File: config.mk
export PLATFORM = sky130hd
export DESIGN_NAME = oisc_port_fifo_flat
export DESIGN_NICKNAME = d
export VERILOG_FILES = /design/src/rtl/oisc_port_fifo_if.sv /design/src/rtl/oisc_port_fifo.sv /design/src/flat_wrapper.sv
export SDC_FILE = /design/constraint.sdc
export NUM_CORES = 1
export LEC_CHECK = 0
export ABC_AREA = 0
export CORE_ASPECT_RATIO = 0.6
export CORE_MARGIN = 4
export CORE_UTILIZATION = 48
export DETAILED_ROUTE_END_ITERATION = 12
export PLACE_DENSITY = 0.72
export SETUP_SLACK_MARGIN = 0.2
export SLEW_MARGIN = 20
export SYNTH_ARGS = -nofsm -noshare
export SYNTH_HDL_FRONTEND = slang
export SYNTH_SLANG_ARGS = --single-unit
File: constraint.sdc
create_clock -name clk -period 1.95 [get_ports clk]
set_clock_uncertainty 0.05 [all_clocks]
set_input_delay 0.39 -clock clk [delete_from_list [all_inputs] [get_ports clk]]
set_output_delay 0.39 -clock clk [all_outputs]
set_load 0.005 [all_outputs]
File: src/rtl/oisc_port_fifo_if.sv
// Bus-side and peripheral-side signal bundle for the buffered OISC port.
// Latency: none, wires only.
// Backpressure: carries tx_valid/tx_ready and rx_valid/rx_ready handshakes.
interface oisc_port_fifo_if #(
   parameter int DWIDTH = 8
);
   logic [3:0]        instr_dst;
   logic [7:0]        instr_src;
   logic [DWIDTH-1:0] bus_wdata;
   logic [DWIDTH-1:0] bus_rdata;
   logic              bus_oe;
   logic [DWIDTH-1:0] tx_data;
   logic              tx_valid;
   logic              tx_ready;
   logic [DWIDTH-1:0] rx_data;
   logic              rx_valid;
   logic              rx_ready;

   // Port block view
   modport slave (
      input  instr_dst, instr_src, bus_wdata, tx_ready, rx_data, rx_valid,
      output bus_rdata, bus_oe, tx_data, tx_valid, rx_ready
   );

   // Bus master / peripheral view
   modport master (
      output instr_dst, instr_src, bus_wdata, tx_ready, rx_data, rx_valid,
      input  bus_rdata, bus_oe, tx_data, tx_valid, rx_ready
   );
endinterface

File: src/rtl/oisc_port_fifo.sv
// FIFO-backed OISC bus port: bus moves push TX / pop RX, plus a status register.
// Latency: bus push visible on tx_* after one edge; RX push readable next cycle (FWFT).
// Backpressure: tx_valid/tx_ready drain; rx_ready = RX not full; full TX push drops + sets tx_ovf.
module oisc_port_fifo #(
   parameter int         DWIDTH    = 8,
   parameter int         DEPTH     = 4,
   parameter logic [3:0] ADDR_TX   = 4'd12,
   parameter logic [7:0] ADDR_RX   = 8'd35,
   parameter logic [7:0] ADDR_STAT = 8'd34
) (
   input logic             clk,
   input logic             rst_n,
   oisc_port_fifo_if.slave bus
);
   localparam int AW = $clog2(DEPTH);
   localparam int PW = AW + 1;

   logic [DWIDTH-1:0] tx_mem_q [DEPTH];
   logic [DWIDTH-1:0] rx_mem_q [DEPTH];

   logic [PW-1:0] tx_wptr_q, tx_wptr_d, tx_rptr_q, tx_rptr_d;
   logic [PW-1:0] rx_wptr_q, rx_wptr_d, rx_rptr_q, rx_rptr_d;
   logic          tx_ovf_q, tx_ovf_d, rx_udf_q, rx_udf_d;

   logic tx_empty, tx_full, rx_empty, rx_full;
   logic tx_push_req, rx_pop_req, stat_rd;
   logic tx_push, tx_pop, rx_push, rx_pop;
   logic [7:0] status;

   // Flags come only from registered pointers; the extra MSB separates full from empty
   assign tx_empty = (tx_wptr_q == tx_rptr_q);
   assign tx_full  = (tx_wptr_q[AW-1:0] == tx_rptr_q[AW-1:0]) && (tx_wptr_q[AW] != tx_rptr_q[AW]);
   assign rx_empty = (rx_wptr_q == rx_rptr_q);
   assign rx_full  = (rx_wptr_q[AW-1:0] == rx_rptr_q[AW-1:0]) && (rx_wptr_q[AW] != rx_rptr_q[AW]);

   assign tx_push_req = (bus.instr_dst == ADDR_TX);
   assign rx_pop_req  = (bus.instr_src == ADDR_RX);
   assign stat_rd     = (bus.instr_src == ADDR_STAT);

   // A full TX still accepts a push when the head leaves in the same cycle
   assign tx_pop  = !tx_empty && bus.tx_ready;
   assign tx_push = tx_push_req && (!tx_full || tx_pop);
   assign rx_push = bus.rx_valid && !rx_full;
   assign rx_pop  = rx_pop_req && !rx_empty;

   assign status = {2'b00, rx_udf_q, tx_ovf_q, rx_full, rx_empty, tx_full, tx_empty};

   // Next-state pointers and sticky errors; a new error beats the read-to-clear
   always_comb begin
      tx_wptr_d = tx_wptr_q;
      tx_rptr_d = tx_rptr_q;
      rx_wptr_d = rx_wptr_q;
      rx_rptr_d = rx_rptr_q;
      tx_ovf_d  = tx_ovf_q && !stat_rd;
      rx_udf_d  = rx_udf_q && !stat_rd;
      if (tx_push) tx_wptr_d = tx_wptr_q + PW'(1);
      if (tx_pop)  tx_rptr_d = tx_rptr_q + PW'(1);
      if (rx_push) rx_wptr_d = rx_wptr_q + PW'(1);
      if (rx_pop)  rx_rptr_d = rx_rptr_q + PW'(1);
      if (tx_push_req && tx_full && !tx_pop) tx_ovf_d = 1'b1;
      if (rx_pop_req && rx_empty)            rx_udf_d = 1'b1;
   end

   // Pointer and error-flag registers; reset empties both queues
   always_ff @(posedge clk or negedge rst_n) begin
      if (!rst_n) begin
         tx_wptr_q <= '0;
         tx_rptr_q <= '0;
         rx_wptr_q <= '0;
         rx_rptr_q <= '0;
         tx_ovf_q  <= 1'b0;
         rx_udf_q  <= 1'b0;
      end else begin
         tx_wptr_q <= tx_wptr_d;
         tx_rptr_q <= tx_rptr_d;
         rx_wptr_q <= rx_wptr_d;
         rx_rptr_q <= rx_rptr_d;
         tx_ovf_q  <= tx_ovf_d;
         rx_udf_q  <= rx_udf_d;
      end
   end

   // Queue storage; contents are only visible through the pointers so need no reset
   always_ff @(posedge clk) begin
      if (tx_push) tx_mem_q[tx_wptr_q[AW-1:0]] <= bus.bus_wdata;
      if (rx_push) rx_mem_q[rx_wptr_q[AW-1:0]] <= bus.rx_data;
   end

   // Bus read mux: RX head fall-through, status, or zero when not selected
   always_comb begin
      bus.bus_rdata = '0;
      if (rx_pop_req) begin
         if (!rx_empty) bus.bus_rdata = rx_mem_q[rx_rptr_q[AW-1:0]];
      end else if (stat_rd) begin
         bus.bus_rdata = DWIDTH'(status);
      end
   end

   assign bus.bus_oe   = rx_pop_req || stat_rd;
   assign bus.tx_data  = tx_mem_q[tx_rptr_q[AW-1:0]];
   assign bus.tx_valid = !tx_empty;
   assign bus.rx_ready = !rx_full;
endmodule

File: src/flat_wrapper.sv
// flat-port wrapper written by rule: the top's interface ports become plain ports
module oisc_port_fifo_flat 
#(
   parameter int         DWIDTH    = 8,
   parameter int         DEPTH     = 4,
   parameter logic [3:0] ADDR_TX   = 4'd12,
   parameter logic [7:0] ADDR_RX   = 8'd35,
   parameter logic [7:0] ADDR_STAT = 8'd34
)
  (clk, rst_n, bus_instr_dst, bus_instr_src, bus_bus_wdata, bus_tx_ready, bus_rx_data, bus_rx_valid, bus_bus_rdata, bus_bus_oe, bus_tx_data, bus_tx_valid, bus_rx_ready);
  oisc_port_fifo_if #(.DWIDTH(DWIDTH)) bus_i ();
  input logic clk;
  input logic rst_n;
  input wire logic [$bits(bus_i.instr_dst)-1:0] bus_instr_dst;
  input wire logic [$bits(bus_i.instr_src)-1:0] bus_instr_src;
  input wire logic [$bits(bus_i.bus_wdata)-1:0] bus_bus_wdata;
  input wire logic [$bits(bus_i.tx_ready)-1:0] bus_tx_ready;
  input wire logic [$bits(bus_i.rx_data)-1:0] bus_rx_data;
  input wire logic [$bits(bus_i.rx_valid)-1:0] bus_rx_valid;
  output wire logic [$bits(bus_i.bus_rdata)-1:0] bus_bus_rdata;
  output wire logic [$bits(bus_i.bus_oe)-1:0] bus_bus_oe;
  output wire logic [$bits(bus_i.tx_data)-1:0] bus_tx_data;
  output wire logic [$bits(bus_i.tx_valid)-1:0] bus_tx_valid;
  output wire logic [$bits(bus_i.rx_ready)-1:0] bus_rx_ready;
  assign bus_i.instr_dst = bus_instr_dst;
  assign bus_i.instr_src = bus_instr_src;
  assign bus_i.bus_wdata = bus_bus_wdata;
  assign bus_i.tx_ready = bus_tx_ready;
  assign bus_i.rx_data = bus_rx_data;
  assign bus_i.rx_valid = bus_rx_valid;
  assign bus_bus_rdata = bus_i.bus_rdata;
  assign bus_bus_oe = bus_i.bus_oe;
  assign bus_tx_data = bus_i.tx_data;
  assign bus_tx_valid = bus_i.tx_valid;
  assign bus_rx_ready = bus_i.rx_ready;
  oisc_port_fifo #(.DWIDTH(DWIDTH), .DEPTH(DEPTH), .ADDR_TX(ADDR_TX), .ADDR_RX(ADDR_RX), .ADDR_STAT(ADDR_STAT)) u_core (.clk(clk), .rst_n(rst_n), .bus(bus_i));
endmodule
Word level (Yosys, flattened, before mapping) --
Memories as Yosys holds them, arrays and structs flattened. Index checks and enable logic that the tools add are counted.
Storage, ports and cells: register bits after elaboration 14, latch bits 0, bits in writable memories 64, ROM bits 0, output and inout bits 19, logic and storage cells 49, memories kept 2
Operators by class: $add $sub $neg 4, multiply operators 0, div/mod/pow operators 0, order comparisons 0, eq/ne operators 9, shifts and indexed selects 0, mux-type cells 9, bitwise logic cells 0, reductions and logical operators 19
Memory list:
- u_core.rx_mem_q | words 4, width 8, rd ports 1, clocked after Yosys merged registers in 0, write ports 1, line oisc_port_fifo.sv:19 | logic [DWIDTH-1:0] rx_mem_q [DEPTH];
- u_core.tx_mem_q | words 4, width 8, rd ports 1, clocked after Yosys merged registers in 0, write ports 1, line oisc_port_fifo.sv:18 | logic [DWIDTH-1:0] tx_mem_q [DEPTH];
Operators with widths (number):
- $eq A8 B6 Y1 const B | 2
- $mux W8 | 2
- $add A3 B1 Y3 const B | 4
- $logic_and A1 B1 Y1 | 11
- $eq A3 B3 Y1 | 2
- $logic_not A1 Y1 | 6
- $mux W1 | 6
- $mux W6 | 1
- $eq A2 B2 Y1 | 2
- $eq A4 B4 Y1 const B | 1
- $logic_or A1 B1 Y1 | 2
- $ne A1 B1 Y1 | 2

Depth between registers and ports, before layout --
Gate-level depths: netlist (run 1).
depth after elaboration 7, depth in mapped cells 5, mapped depth without buffers 4

Worst setup path after synthesis (run 1) --
Ideal clock, no wire load.
kind input -> output, from input port bus_instr_src[4], to output port bus_bus_rdata[3], data arrival time 1.581 ns, path slack -0.071 ns, stages on the path 5, path buffers 1, path through or4b_4 -> nor3_4 -> nand2b_1 -> buf_2 -> o22ai_1
On the way: word-level cells in the longest chain between the ends 3, elaborated cells between the ends (all ways) 4, classes of those cells eq/ne (2); mux (2)
RTL lines:
- from (decl) | line flat_wrapper.sv:15 | input wire logic [$bits(bus_i.instr_src)-1:0] bus_instr_src;
- $eq A8 B6 Y1 | line oisc_port_fifo.sv:38 | assign stat_rd = (bus.instr_src == ADDR_STAT);
- $mux W6 | line oisc_port_fifo.sv:94 | end else if (stat_rd) begin
- $mux W8 (*) | line oisc_port_fifo.sv:92 | if (rx_pop_req) begin
- to (decl) | line flat_wrapper.sv:20 | output wire logic [$bits(bus_i.bus_rdata)-1:0] bus_bus_rdata;
Every way passes the cells marked *; elsewhere a longest branch is shown, timed or not.

Worst setup path in the final report (run 1) --
from input port bus_instr_src[6], to output port bus_bus_rdata[1]
The elaborated chain is that of the path after synthesis.

==> run_results.csv, run 1 <==
group,metric,value,unit
timing,finalCritPeriodShare,123.0,%
grt,grt_max_degree,15,
route,drc,0,
layout,finish.instance_area,0.005002,sq mm
route,wl_met3,506,um
power,p_per_area,1326,mW/mm^2
timing,tightest_slew,0.3093,ns
route,wl_per_cell,20.06,um
timing,report.final.slew_viol_count,0,
logic_synthesis,yosysUniqueCellTypes,30,
route,routed-wl-met2,3741,um
logic_synthesis,syn_avg_cell_area,18.58,sq um
timing,finalCriticalPeriod,2.399,ns
clock_network,cts_root_buffer,"clkbuf_16",
clock_network,cts_buffer_depth,2,
critical_path,cpMostUsedCell,"buf_6",
critical_path,r2r_slack,-0.27,ns
power,leakage,1.998,nW
power,finalPower,6.631,mW
timing,fmax,0.4168,GHz
critical_path,crit_buf_inv,4,
layout,area_growth,52.95,%
grt,grt.total_usage,19.64,%
critical_path,cpPeakStageDelay,0.55,ns
power,vdd_drop_max,753.4,uV
place,dpl.hpwl,4629,um
grt,grt_overflow,0,
clock_network,clk_pin_slew,0.06,ns
place,port-buffer-count,50,
layout,nFillCells,327,
floorplanning,die_area,0.008242,sq mm
clock_network,cts_tree,"yes",
logic_synthesis,syn_area,0.003271,sq mm
route,routed.top_layer,"met4",
critical_path,worstPathCellList,"buf_6 -> or4b_4 -> nor3_4 -> buf_6 -> nand3_4 -> buf_6 -> o22ai_2 -> buf_2",
floorplanning,rows,22,
clock_network,cts_made_buffers,9,
critical_path,crit_slowest_cell,"or4b_4",
critical_path,crit_path_start_kind,"primary input",
timing,relSlewSlack,79.19,%
status,status,"complete, but fails checks",
layout,drive_gt1_share,50.64,%
critical_path,path_class,"primary input to output pin",
logic_synthesis,ys_warn_count,0,
floorplanning,fp.dieH,71.94,um
route,viasPerCell,5.222,
place,place_congestion,0.7419,
critical_path,worstSetupEndpointType,"output pin",
floorplanning,initial_core_util,51.44,%
critical_path,cp_max_fo,7,
run,maxCapViolCount,0,
clock_network,h-tree-depth,3,
route,drt-initial-drc-count,133,
logic_synthesis,ys_seq_area_share,69.47,%
logic_synthesis,synthCells,176,
place,place_area,0.004187,sq mm
min_path,min_path_type,"primary input to async pin",
layout,fin_nets,349,
critical_path,cp_top_family,"simple AND/OR/NAND/NOR gates",
grt,grt_pass1_wl,11790,um
timing,setup_ws,-0.4493,ns
grt,grt_pass1_vias,2131,
critical_path,cp.arrival,1.96,ns
logic_synthesis,synth_fp_nets,218,
grt,antenna_found_initial,0,
clock_network,hold_buffers,0,
floorplanning,io_pins,51,
clock_network,cts.sinks,78,
route,ant_nets,0,
timing,finalSetupViolations,45,
floorplanning,die_x,114.6,um
floorplanning,core,0.006359,sq mm
logic_synthesis,synth-seq-cells,78,
critical_path,required,1.51,ns
layout,mostFrequentLayoutCell,"edfxtp_1",
route,wl_met1,3606,um
route,wl,7945,um
status,violations,"setup timing",
route,vias,2068,
layout,layout_common_cells,"64 x edfxtp_1, 41 x buf_4, 35 x buf_6, 27 x clkdlybuf4s50_1, 16 x mux4_2",
clock_network,clk_latency,0.33,ns
timing,timing.final.hold_violations,0,
timing,rsz0062_at_grt,"true",
layout,diodes,0,
route,drt_first_pass_iters,4,
## worst paths after layout
| path | start | end | depth (start not counted) |
|---|---|---|---|
| max | bus_instr_src[6] | bus_bus_rdata[1] | 8 |
| min | rst_n | u_core.rx_udf_q$_DFF_PN0_ | 2 |
| max reg2reg | u_core.rx_wptr_q[2]$_DFFE_PN0P_ | u_core.rx_rptr_q[1]$_DFFE_PN0P_ | 10 |
| min reg2reg | u_core.rx_udf_q$_DFF_PN0_ | u_core.rx_udf_q$_DFF_PN0_ | 1 |
| max in group asynchronous | rst_n | u_core.tx_rptr_q[0]$_DFFE_PN0P_ | 2 |
| min in group clk | u_core.rx_udf_q$_DFF_PN0_ | u_core.rx_udf_q$_DFF_PN0_ | 1 |
## cell usage after synthesis
cell / number / share of area, %
a41oi_1: 1 / 0.27
and2_1: 4 / 0.76
and2b_2: 2 / 0.54
and3_1: 4 / 0.76
buf_2: 2 / 0.31
buf_4: 2 / 0.46
buf_6: 1 / 0.34
dfrtp_1: 14 / 11
edfxtp_1: 64 / 59
ha_1: 10 / 3.8
inv_1: 12 / 1.4
mux2_2: 2 / 0.69
mux2_4: 1 / 0.46
mux4_2: 16 / 11
nand2_1: 3 / 0.34
nand2b_1: 2 / 0.38
nand3_1: 3 / 0.46
nand3_4: 1 / 0.54
nand3b_1: 2 / 0.46
nand4_1: 3 / 0.57
nand4bb_1: 1 / 0.34
nor3_4: 1 / 0.50
nor4_1: 1 / 0.19
o21a_1: 1 / 0.23
o21ai_0: 2 / 0.31
o22ai_1: 5 / 0.96
o2bb2ai_1: 1 / 0.27
or4b_4: 1 / 0.42
xnor2_1: 10 / 2.7
xor2_1: 4 / 1.1
## cells by family after synthesis
kind of cell | after synthesis | synth area share (%)
adders and majority gates | 10 | 3.826
AOI/OAI and AO/OA | 10 | 2.028
buffers and inverters | 17 | 2.486
and+or+nand+nor | 28 | 6.274
xor gates and xnor gates | 14 | 3.749
DFF | 78 | 69.47
muxes | 19 | 12.17
## repair_timing
item                       in CTS  in global routing
gates resized for setup       112                 40
gates cloned                    2                  0
setup endpoints to repair      41                 85
buffers inserted               22                 11
pin swaps                       9                 16
## final cells by class
class	instances	area, sq um	area share, %
multi-input cells	82	1086	21.71
clock buffers	10	229.0	4.577
clock inverters	6	86.33	1.726
inverters	12	45.04	0.9004
flip-flops and latches	78	2275	45.47
well taps	84	105.1	2.101
repair buffers	124	1176	23.51
## stage by stage
stage	util, %	hold WS [ns]	setup WS (ns)	setup TNS (ns)	std cells
finish	78.67	0.3278	-0.4493	-6.722	396
global route	78.67	0.3291	-0.4768	-8.728	396
CTS	75.05	0.3237	-0.4242	-5.691	385
detailed placement	65.84	0.4316	-1.065	-13.80	345
global placement	65.84	0.4300	-1.003	-12.60	345
floorplan	-	0.04441	-0.07092	-0.4004	176
## registers in the layout, indices dropped and copies added, names as in the netlist
| signal | cells |
|---|---|
| u_core.rx_mem_q | 32 |
| u_core.tx_mem_q | 32 |
| u_core.rx_rptr_q | 3 |
| u_core.rx_wptr_q | 3 |
| u_core.tx_rptr_q | 3 |
| u_core.tx_ovf_q | 1 |
| u_core.rx_udf_q | 1 |
| u_core.tx_wptr_q | 3 |
## per-layer routing
| layer | vias to the layer above | track usage (%) |
|---|---|---|
| li1 | 952 | - |
| met1 | 1037 | 27.62 |
| met2 | 69 | 29.66 |
| met3 | 10 | 6.000 |
| met4 | 0 | 6.324 |
| met5 | - | 0 |
## power by group
part | internal (mW) | switching [mW] | total [mW] | leakage, nW
logic | 1.54 | 1.08 | 2.63 | 1.09
clock network | 1.12 | 0.622 | 1.74 | 0.152
registers | 2.09 | 0.175 | 2.27 | 0.754
Power figures use the tool's default switching activity.
==> run 2, diff against run 1 <==
--- a/config.mk
+++ b/config.mk
@@ -10,6 +10,8 @@
 export CORE_MARGIN = 4
 export CORE_UTILIZATION = 48
 export DETAILED_ROUTE_END_ITERATION = 12
+export GPL_TIMING_DRIVEN = 0
+export MAX_ROUTING_LAYER = met4
 export PLACE_DENSITY = 0.72
 export SETUP_SLACK_MARGIN = 0.2
 export SLEW_MARGIN = 20
==> run 2 against run 1 <==
- the run still ends with setup timing left
- non-clock buffer count is 35 lower
- core utilization is 4.3 points lower
- routed wire length is 5.8% lower
- sequential power is 2% higher
- clock power hardly changed
- global-route usage is 1.5 points lower
- cell area is 5.5% lower
- worst hold slack better by 0.072 ns
- setup slack better by 0.029 ns
==> run_results.csv, run 2 (synthesized netlist as in run 1, its figures left out) <==
group,metric,value,unit
grt,grt_pass1_vias,1924,
timing,timing.final.hold_violations,0,
grt,grt_pass1_wl,10490,um
grt,antenna_found_initial,0,
layout,fin_nets,315,
critical_path,worstSetupEndpointType,"output pin",
route,ant_nets,0,
run,maxCapViolCount,0,
place,preCtsSetupSlack,-1.079,ns
route,wl_per_cell,20.67,um
floorplanning,fp.dieH,71.94,um
place,dpl.hpwl,4155,um
power,p_per_area,1318,mW/mm^2
route,vias,1949,
power,share_comb_of_total_power,34.8,%
power,leakage,1.800,nW
critical_path,required,1.51,ns
clock_network,clk_pin_slew,0.06,ns
status,violations,"setup timing",
grt,grt.total_usage,18.10,%
floorplanning,die_area,0.008242,sq mm
timing,setup_ws,-0.4201,ns
place,place_area,0.003885,sq mm
clock_network,cts_made_buffers,9,
layout,drive_gt1_share,44.96,%
timing,tightest_slew,0.6189,ns
critical_path,path_class,"register to output pin",
power,seqPwrFrac,37.1,%
floorplanning,initial_core_util,51.44,%
critical_path,cp.arrival,1.93,ns
floorplanning,die_x,114.6,um
floorplanning,io_pins,51,
critical_path,crit_path_start_kind,"register",
timing,relSlewSlack,58.61,%
min_path,min_path_type,"primary input to async pin",
layout,finish.instance_area,0.004728,sq mm
timing,fmax,0.4219,GHz
grt,grt_max_degree,15,
clock_network,hold_buffers,0,
route,drc,0,
route,drt_first_pass_iters,4,
power,p_sw,1.773,mW
power,clock_power_share,28.1,%
place,placed_cells,310,
timing,finalCriticalPeriod,2.370,ns
critical_path,crit_start,"u_core.rx_rptr_q[2]$_DFFE_PN0P_",
timing,rsz0062_at_grt,"true",
layout,mostFrequentLayoutCell,"edfxtp_1",
status,status,"complete, but fails checks",
critical_path,r2r-start,"u_core.rx_rptr_q[0]$_DFFE_PN0P_",
layout,layout_common_cells,"64 x edfxtp_1, 27 x clkdlybuf4s50_1, 26 x buf_6, 16 x mux4_2, 15 x buf_4",
floorplanning,core,0.006359,sq mm
power,p_sw_share,28.44,%
critical_path,cp_max_fo,4,
layout,finalNonFillerCells,362,
clock_network,cts.sinks,78,
layout,diodes,0,
place,place_congestion,0.7636,
route,wl,7484,um
timing,finalSetupViolations,17,
floorplanning,rows,22,
place,port-buffer-count,50,
layout,nFillCells,368,
clock_network,cts_tree,"yes",
power,p_int,4.461,mW
layout,area_growth,44.57,%
clock_network,h-tree-depth,3,
route,viasPerCell,5.384,
clock_network,cts_buffer_depth,2,
clock_network,cts_root_buffer,"clkbuf_16",
clock_network,clk_latency,0.33,ns
grt,grt_overflow,0,
route,drt-initial-drc-count,99,
timing,finalCritPeriodShare,121.5,%
timing,report.final.slew_viol_count,0,
power,vdd_drop_max,704.5,uV
==> run 2: what timing repair did <==
| action | 4_1_cts | 5_1_grt |
|---|---|---|
| pin swaps | 9 | 15 |
| setup buffers | 17 | 17 |
| gates cloned | 0 | 2 |
| resized for setup | 122 | 34 |
| setup endpoints to repair | 92 | 84 |
==> run 2: final timing paths <==
| path | slack, ns | depth (start not counted) | to |
|---|---|---|---|
| setup / recovery | -0.42 | 7 | bus_bus_rdata[4] |
| hold / removal | 0.40 | 1 | u_core.tx_rptr_q[0]$_DFFE_PN0P_ |
| setup reg to reg | 0.12 | 7 | u_core.rx_mem_q[2][4]$_DFFE_PP_ |
| hold reg to reg | 0.47 | 1 | u_core.rx_wptr_q[2]$_DFFE_PN0P_ |
| max in group asynchronous | 1.01 | 1 | u_core.rx_wptr_q[1]$_DFFE_PN0P_ |
| min in group clk | 0.44 | 4 | u_core.rx_udf_q$_DFF_PN0_ |
==> run 2: layout make-up <==
cell class / count / area [sq um] / share of cell area (%)
Timing Repair Buffer: 84 / 782.0 / 16.54
Buffer: 5 / 73.82 / 1.561
Tap cell: 84 / 105.1 / 2.223
Multi-Input combinational cell: 83 / 1126 / 23.82
Inverter: 12 / 45.04 / 0.9526
Clock inverter: 7 / 97.59 / 2.064
Sequential cell: 78 / 2273 / 48.08
Clock buffer: 9 / 225.2 / 4.763
==> run 2: power groups by stage <==
| stage | combinational (mW) | sequential, mW | clock (mW) |
|---|---|---|---|
| 3_5_place_dp | 1.38 | 2.27 | 0 |
| 5_1_grt | 2.33 | 2.33 | 1.86 |
| 3_3_place_gp | 1.36 | 2.26 | 0 |
| 4_1_cts | 1.66 | 2.29 | 1.79 |
| 6_report | 2.17 | 2.31 | 1.75 |
| 2_1_floorplan | 0.892 | 2.22 | 0 |
==> run 2: routing by layer <==
| layer | up-vias | part of all wire, % | global-route usage, % |
|---|---|---|---|
| met5 | - | 0 | - |
| met4 | 0 | 1.1 | 5.534 |
| met3 | 12 | 6.8 | 5.750 |
| met2 | 56 | 48 | 26.69 |
| met1 | 987 | 44 | 24.31 |
| li1 | 894 | - | - |
==> run 2: metrics by stage <==
stage / power [mW] / hold WS, ns / setup TNS [ns] / util [%]
3_3_place_gp: 3.620 / 0.4233 / -19.11 / 61.10
4_1_cts: 5.739 / 0.4122 / -3.638 / 69.93
2_1_floorplan: 3.117 / 0.04441 / -0.4004 / -
6_report: 6.234 / 0.3995 / -3.915 / 74.36
5_1_grt: 6.524 / 0.4378 / -5.041 / 74.36
3_5_place_dp: 3.646 / 0.4272 / -20.10 / 61.10
==> run 2: critical path: stages, from the launching register on <==
cell and delay (ns):
dfrtp_1 0.43, xor2_2 0.27, nand3b_1 0.23, nand3_4 0.12, buf_6 0.16, buf_6 0.12
o22ai_1 0.12, buf_2 0.15
==> run 3, diff against run 2 <==
--- a/config.mk
+++ b/config.mk
@@ -6,13 +6,14 @@
 export NUM_CORES = 1
 export LEC_CHECK = 0
 export ABC_AREA = 0
+export CAP_MARGIN = 15
 export CORE_ASPECT_RATIO = 0.6
 export CORE_MARGIN = 4
-export CORE_UTILIZATION = 48
+export CORE_UTILIZATION = 55
 export DETAILED_ROUTE_END_ITERATION = 12
 export GPL_TIMING_DRIVEN = 0
 export MAX_ROUTING_LAYER = met4
-export PLACE_DENSITY = 0.72
+export PLACE_DENSITY = 0.78
 export SETUP_SLACK_MARGIN = 0.2
 export SLEW_MARGIN = 20
 export SYNTH_ARGS = -nofsm -noshare
==> constraint.sdc (replaced) <==
create_clock -name clk -period 2.8 [get_ports clk]
set_clock_uncertainty 0.05 [all_clocks]
set_input_delay 0.56 -clock clk [delete_from_list [all_inputs] [get_ports clk]]
set_output_delay 0.56 -clock clk [all_outputs]
set_load 0.005 [all_outputs]
==> run 3 against run 2 <==
- the flow now finishes without violations
- first-iteration DRC count decreased by 21%
- sequential cell count unchanged
- setup slack improved by 0.58 ns
- power decreased by 44%
- clock-buffer cell count increased by 1
- register-to-register slack improved by 0.48 ns
- core utilization increased by 0.71 points
- clock power decreased by 52%
- cell count decreased by 8.0%
- via count decreased by 6.0%
- worst hold slack improved by 0.047 ns
- critical path type is now primary input to output pin
- largest power group unchanged
- highest routed layer unchanged
==> run_results.csv, run 3 (synthesized netlist as in run 1, its figures left out) <==
group,metric,value,unit
status,status,"completed",
grt,top_usage_layer,"met2",
clock_network,clk_pin_slew,0.08,ns
timing,tns,0,ns
grt,grt_max_degree,15,
critical_path,worstSetupEndpointType,"output pin",
critical_path,r2r_cells,4,
route,vias,1832,
run,maxCapViolCount,0,
route,viasPerCell,5.502,
timing,setup_ws,0.1624,ns
critical_path,r2r_slack,0.60,ns
clock_network,cts_buffer_depth,2,
timing,finalSetupViolations,0,
timing,finalCriticalPeriod,2.638,ns
layout,finalNonFillerCells,333,
layout,post-route-util,75.07,%
floorplanning,die_area,0.007285,sq mm
grt,grt_overflow,0,
min_path,hold_end,"u_core.tx_rptr_q[2]$_DFFE_PN0P_",
grt,grt_pass1_vias,1995,
layout,fin_nets,290,
clock_network,cts_made_buffers,9,
layout,layout_common_cells,"64 x edfxtp_1, 37 x clkdlybuf4s50_1, 16 x mux4_2, 14 x dfrtp_1, 12 x inv_1",
timing,finalCritPeriodShare,94.20,%
layout,diodes,0,
grt,grt.total_usage,20.22,%
layout,mostFrequentLayoutCell,"edfxtp_1",
route,wl,6560,um
place,preCtsSetupSlack,-0.6103,ns
floorplanning,fp.dieH,67.73,um
layout,area_growth,30.26,%
floorplanning,rows,21,
critical_path,crit_buf_inv,4,
critical_path,worstPathCellList,"buf_6 -> or4b_4 -> nor3_4 -> buf_6 -> nand2b_4 -> buf_8 -> o22ai_2 -> buf_2",
timing,report.final.slew_viol_count,0,
min_path,min_path_type,"register to register",
route,wl_per_cell,19.70,um
place,placed_cells,306,
power,leakage,1.584,nW
route,drc,0,
clock_network,cts_root_buffer,"clkbuf_8",
critical_path,cp_max_fo,8,
critical_path,path_class,"primary input to output pin",
floorplanning,core,0.005675,sq mm
clock_network,cts.sinks,78,
clock_network,cts_tree,"yes",
place,place_area,0.003871,sq mm
place,place_congestion,0.7533,
grt,use_met2,32.12,%
grt,grt_pass1_wl,10280,um
power,p_per_area,817.7,mW/mm^2
grt,grt_util_met1,25.84,%
place,port-buffer-count,50,
floorplanning,io_pins,51,
critical_path,cpPeakStageDelay,0.55,ns
critical_path,cp_top_family,"simple AND/OR/NAND/NOR gates",
min_path,whs_path_depth,1,
critical_path,cp.arrival,2.03,ns
floorplanning,die_x,107.6,um
timing,whs,0.4467,ns
critical_path,cpMostUsedCell,"buf_6",
place,dpl.hpwl,4614,um
clock_network,h-tree-depth,3,
grt,grtUsageMet3,5.731,%
route,drt-initial-drc-count,78,
timing,rsz0062_at_grt,"true",
power,finalPower,3.484,mW
critical_path,required,2.19,ns
critical_path,crit_path_start_kind,"primary input",
critical_path,reg2reg_to,"u_core.tx_mem_q[3][6]$_DFFE_PP_",
timing,fmax,0.3791,GHz
route,ant_nets,0,
grt,antenna_found_initial,0,
route,drt_first_pass_iters,4,
min_path,min_from,"u_core.tx_rptr_q[2]$_DFFE_PN0P_",
power,vdd_drop_max,482.4,uV
timing,timing.final.hold_violations,0,
clock_network,clk_latency,0.35,ns
critical_path,r2r-start,"u_core.tx_rptr_q[1]$_DFFE_PN0P_",
timing,tightest_slew,0.7322,ns
timing,relSlewSlack,51.04,%
layout,finish.instance_area,0.004260,sq mm
layout,drive_gt1_share,31.23,%
floorplanning,initial_core_util,57.63,%
critical_path,crit_slowest_cell,"or4b_4",
## run 3: worst max-delay path by stage
| stage | from | to | slack (ns) | depth (start not counted) |
|---|---|---|---|---|
| after floorplan | bus_instr_src[4] | bus_bus_rdata[3] | 0.44 | 5 |
| after global placement | bus_instr_src[4] | bus_bus_rdata[1] | -0.57 | 6 |
| after detailed placement | bus_instr_src[4] | bus_bus_rdata[0] | -0.61 | 7 |
| after CTS | bus_instr_src[6] | bus_bus_rdata[4] | 0.1 | 8 |
| after global routing | bus_instr_src[7] | bus_bus_rdata[3] | 0.09 | 8 |
| final | bus_instr_src[7] | bus_bus_rdata[3] | 0.16 | 8 |
## run 3: report_power, final
group | switching [mW] | internal [mW] | leakage (nW) | total [mW]
registers | 0.127 | 1.45 | 0.756 | 1.58
logic | 0.488 | 0.583 | 0.735 | 1.07
clock network | 0.416 | 0.418 | 0.0931 | 0.834
total | 1.03 | 2.45 | 1.58 | 3.48
## run 3: worst register-to-register path, stage by stage, from the launching register on
cell and delay [ns]:
dfrtp_1 0.39, buf_4 0.20, xnor2_2 0.17, a41oi_1 0.50
and2_1 0.52
## run 3: per-layer routing
metal  part of all wire (%)  vias to the layer above
met5                      0                        -
li1                       -                      828
met4                    1.6                        0
met2                     49                       57
met3                    4.5                       12
met1                     45                      935
## run 3: final cells by class
cell class | instances | area [sq um]
buffer | 5 | 65.06
clock buffer | 10 | 127.6
clock inverter | 6 | 71.32
fill | 354 | 1415
inverter | 12 | 45.04
multi-input combinational | 81 | 1016
sequential | 78 | 2272
tap | 80 | 100.1
timing repair buffer | 61 | 563.0
## run 3: what timing repair did
item / CTS / global route
hold buffers: 0 / 0
gates resized for setup: 64 / 15
setup buffers: 10 / 1
endpoints found under the setup margin: 9 / 13
pin swaps: 7 / 8
